<file path="src/rtl/gray_code_counter_pkg.sv">
// Shared constants for the Gray code counter and its bin_to_gray helper.
// Optional adjacency checker in the counter is enabled by defining GRAY_CHECK_EN.
package gray_code_counter_pkg;

  localparam logic DIR_UP = 1'b1;
  localparam logic DIR_DN = 1'b0;

  localparam int DEFAULT_WIDTH = 4;

endpackage : gray_code_counter_pkg

</file>
<file path="src/rtl/gray_code_counter_bin_to_gray.sv">
// Binary to reflected-Gray conversion, purely combinational (zero latency).
// No flow control; reusable by encoders and pointer logic.
module bin_to_gray #(
  parameter int WIDTH = gray_code_counter_pkg::DEFAULT_WIDTH
) (
  input  logic [WIDTH-1:0] bin_i,
  output logic [WIDTH-1:0] gray_o
);

  assign gray_o = bin_i ^ (bin_i >> 1);

endmodule : bin_to_gray

</file>
<file path="src/rtl/gray_code_counter.sv">
// Up/down binary counter with registered Gray output, sync load, hold and wrap flag; 1-cycle latency, accepts a command every cycle.
// Optional sticky adjacency checker and err port when GRAY_CHECK_EN is defined.
module gray_code_counter
  import gray_code_counter_pkg::*;
#(
  parameter int WIDTH = DEFAULT_WIDTH
) (
  input  logic             clk,
  input  logic             rst,
  input  logic             en,
  input  logic             up_dn,
  input  logic             load,
  input  logic [WIDTH-1:0] load_bin,
  output logic [WIDTH-1:0] bin,
  output logic [WIDTH-1:0] gray,
  output logic             tc
`ifdef GRAY_CHECK_EN
  ,
  output logic             err
`endif
);

  localparam logic [WIDTH-1:0] ONE = WIDTH'(1);

  logic [WIDTH-1:0] bin_q, bin_d;
  logic [WIDTH-1:0] gray_q, gray_d;
  logic             tc_q, tc_d;
  logic             step;

  // Priority below reset: load, then step, then hold.
  always_comb begin
    bin_d = bin_q;
    tc_d  = 1'b0;
    step  = 1'b0;
    if (load) begin
      bin_d = load_bin;
    end else if (en) begin
      step = 1'b1;
      if (up_dn == DIR_UP) begin
        bin_d = bin_q + ONE;
        tc_d  = &bin_q;
      end else begin
        bin_d = bin_q - ONE;
        tc_d  = ~|bin_q;
      end
    end
  end

  // Gray is derived from next_bin so it is registered on the same edge as bin.
  bin_to_gray #(.WIDTH(WIDTH)) u_bin_to_gray (
    .bin_i  (bin_d),
    .gray_o (gray_d)
  );

  always_ff @(posedge clk) begin
    if (rst) begin
      bin_q  <= '0;
      gray_q <= '0;
      tc_q   <= 1'b0;
    end else begin
      bin_q  <= bin_d;
      gray_q <= gray_d;
      tc_q   <= tc_d;
    end
  end

  assign bin  = bin_q;
  assign gray = gray_q;
  assign tc   = tc_q;

`ifdef GRAY_CHECK_EN
  logic [WIDTH-1:0] gray_prev_q, gray_prev_d;
  logic             step_q, step_d;
  logic             err_q, err_d;

  // Compare the registered gray against its value before the last step.
  always_comb begin
    gray_prev_d = gray_q;
    step_d      = step;
    err_d       = err_q;
    if (step_q && ($countones(gray_q ^ gray_prev_q) != 1)) begin
      err_d = 1'b1;
    end
  end

  always_ff @(posedge clk) begin
    if (rst) begin
      gray_prev_q <= '0;
      step_q      <= 1'b0;
      err_q       <= 1'b0;
    end else begin
      gray_prev_q <= gray_prev_d;
      step_q      <= step_d;
      err_q       <= err_d;
    end
  end

  assign err = err_q;
`endif

endmodule : gray_code_counter

</file>
<file path="config.mk">
export PLATFORM = sky130hd
export DESIGN_NAME = gray_code_counter
export DESIGN_NICKNAME = d
export VERILOG_FILES = /design/src/rtl/gray_code_counter_pkg.sv /design/src/rtl/gray_code_counter_bin_to_gray.sv /design/src/rtl/gray_code_counter.sv
export SDC_FILE = /design/constraint.sdc
export NUM_CORES = 1
export LEC_CHECK = 0
export CORE_MARGIN = 2
export CORE_UTILIZATION = 35
export DETAILED_ROUTE_END_ITERATION = 16
export PLACE_DENSITY = 0.65
export SYNTH_ARGS = -nofsm -noshare
export SYNTH_HDL_FRONTEND = slang
export SYNTH_SLANG_ARGS = --single-unit
</file>
<file path="constraint.sdc">
create_clock -name clk -period 4.4 [get_ports clk]
set_input_delay 0.88 -clock clk [delete_from_list [all_inputs] [get_ports clk]]
set_output_delay 0.88 -clock clk [all_outputs]
set_load 0.02 [all_outputs]
</file>
==> impl_metrics.env <==
export IMPL_tns_ns=0
export IMPL_slowest_delay_ns=0.57
export IMPL_drv_slew=0
export IMPL_rsz0062_at_grt="no"
export IMPL_avgRoutedWirePerCell_um=11.85
export IMPL_cts_setup_buffers=0
export IMPL_p_leak_nw=0.2922
export IMPL_synth_top_cell_area_share=0.3241
export IMPL_initial_utilization=0.3751
export IMPL_synth_area_sq_um=494.2
export IMPL_vdd_drop_max_v=0.0001798
export IMPL_hold_viol=0
export IMPL_overflow=0
export IMPL_arrival_ns=2.86
export IMPL_grt_pass1_wl_um=1780
export IMPL_grt_met1_usage=0.1627
export IMPL_cts_inserted_buffers=3
export IMPL_worstSetupEndpointType="flip-flop"
export IMPL_cts_max_level=1
export IMPL_grt_pass1_vias=412
export IMPL_core_rowCount=13
export IMPL_critPathBufInv=2
export IMPL_hold_ws_ns=0.7023
export IMPL_antenna_found_initial=0
export IMPL_diodes=0
export IMPL_hold_buffers=0
export IMPL_insertion_delay_ns=0.25
export IMPL_synth_cells=53
export IMPL_syn_nets=65
export IMPL_synth_edf_count=0
export IMPL_syn2layout_area_growth_pct=38.73
export IMPL_async_reset_ff_frac=0
export IMPL_ys_types=31
export IMPL_dp_slack_ns=1.464
export IMPL_reg2reg_to="gray[1]"
export IMPL_fin_nets=84
export IMPL_grt_max_degree=12
export IMPL_gr_usage_met3=0.07826
export IMPL_hold_path_endpoint="tc"
export IMPL_use_met2=0.2000
export IMPL_dieArea_sq_um=1728
export IMPL_drt_initial_drc_count=13
export IMPL_clock_path_buffers=2
export IMPL_yosysMostFrequentCell="dfxtp_1"
export IMPL_hp_start="bin[3]"
export IMPL_synth_flop_cell="dfxtp_1"
export IMPL_firstDrtPassIters=4
export IMPL_port_buffers=17
export IMPL_ios=18
export IMPL_ys_ff_latch=8
export IMPL_cts_clk_slew_worst_paths_ns=0.05
export IMPL_crit_start="up_dn"
export IMPL_vias=443
export IMPL_hold_class="reg2reg"
export IMPL_finalSetupViolations=0
export IMPL_grt_usage=0.1288
export IMPL_min_period_ns=2.675
export IMPL_crit_slowest_cell="clkdlybuf4s50_1"
export IMPL_synth_area_per_cell_sq_um=9.325
export IMPL_critPathMaxFanout=7
export IMPL_gpl_final_weighted_congestion=0.7089
export IMPL_layout_drive_gt1_share=0.1000
export IMPL_die_y_um=41.58
export IMPL_drt_vias_per_instance=5.212
export IMPL_final_antenna_net_count=0
export IMPL_path_class="in2reg"
export IMPL_max_freq_mhz=373.9
export IMPL_grt_busiest_layer="met2"
export IMPL_hold_depth=2
export IMPL_worstPathCellList="clkdlybuf4s50_1 -> inv_1 -> fa_1 -> mux2_2 -> mux2i_1 -> o21ai_0 -> a21oi_1"
export IMPL_dpl_hpwl_um=770.9
export IMPL_fin_cells=85
export IMPL_drc=0
export IMPL_maxCapViolCount=0
export IMPL_synthTopCellsByCount="dfxtp_1 (8), nor2_1 (6), mux2i_1 (3)"
export IMPL_die_w_um=41.58
export IMPL_status="complete, no violations"
export IMPL_slew_headroom=0.7226
export IMPL_yosys_area_top_type="dfxtp_1"
export IMPL_placed_area_sq_um=663.1
export IMPL_yosysSeqAreaShare=0.3241
export IMPL_required_ns=4.58
export IMPL_cellPowerDensity_nw_per_um2=309.0
export IMPL_cts_resized=0
export IMPL_crit_family="buffers and inverters"
export IMPL_rr_startpoint="bin[0]"
export IMPL_dp_cells=82
export IMPL_cts_root_buf="clkbuf_4"
export IMPL_synthTopCellsByArea="dfxtp_1 (32%), mux2i_1 (6.1%), ha_1 (5.1%)"
export IMPL_cp_start_kind="input pin"
export IMPL_routed_wirelength_um=1007
export IMPL_synth_warnings=0
export IMPL_core_area_sq_um=1318
export IMPL_worst_slew_pin_slew_ns=0.4135
export IMPL_final_setup_skew_ns=0.001654
export IMPL_cts_tree="built"
export IMPL_stdcell_area_sq_um=685.7
export IMPL_finalCritPeriodShare=0.6079
export IMPL_r2r_cells=5
export IMPL_clock_sinks=8
export IMPL_regToRegSetupSlack_ns=2.59
export IMPL_fin_ws_ns=1.725
worst min-delay path, cell delays in order (launching register included):
cell and delay (ns):
dfxtp_1 0.37, o21ai_0 0.16, and3_1 0.14
metrics by stage:
stage                     power, mW    util
after floorplan              0.1302       -
after global placement       0.1581  0.5033
after detailed placement     0.1587  0.5033
after CTS                    0.2154  0.5204
after global routing         0.2266  0.5204
final                        0.2119  0.5204
how the worst max path moves through the flow:
| stage | to | slack [ns] | cells past startpoint |
|---|---|---|---|
| 6_report | gray[1] | 1.73 | 7 |
| 5_1_grt | gray[2] | 1.57 | 7 |
| 4_1_cts | gray[1] | 1.73 | 7 |
| 3_5_place_dp | gray[1] | 1.46 | 7 |
| 3_3_place_gp | gray[1] | 1.48 | 7 |
| 2_1_floorplan | gray[1] | 2.21 | 6 |
power by group:
part / total [mW] / internal [mW] / switching [mW]
registers: 0.0865 / 0.0799 / 0.00661
clock network: 0.0552 / 0.0312 / 0.0241
logic: 0.0702 / 0.0372 / 0.0330
flip-flops by register name, indices dropped and copies added (netlist names):
name  count
tc        1
gray      3
bin       4
cell usage in the layout, fill, tap and decap left out, drive strengths merged, types with 2 or more instances in the layout:
cell type / count
a21oi: 2
inv: 2
clkbuf: 3
xnor2: 2
nand3: 3
ha: 2
clkdlybuf4s50: 17
or3: 2
mux2i: 3
and3: 2
dfxtp: 8
nor2: 6
o21ai: 2
cell families (layout without fill, tap and decap cells):
logic type               Yosys count  count (layout)  share of synthesized area
flip-flops                         8               8                     0.3240
AND/OR/NAND/NOR                   19              19                     0.2405
buffers and inverters              5              22                    0.05568
adder cells (fa/ha/maj)            3               3                    0.09113
AO/OA/AOI/OAI                     11              11                     0.1519
XOR/XNOR                           3               3                    0.05317
multiplexers                       4               4                    0.08355
per-layer routing:
layer / wire length (um) / vias up
met5: 0 / -
met4: 0 / 0
met3: 80 / 0
met2: 437 / 17
met1: 490 / 199
li1: - / 227
cell type report:
cell class                 count  area [sq um]
inverter                       2         7.507
timing repair buffer          17         170.2
multi-input combinational     40         306.5
tap                           15         18.77
sequential                     8         160.2
fill                         129         631.9
clock buffer                   3         22.52
Note: power is estimated with default switching activity, not from simulation.
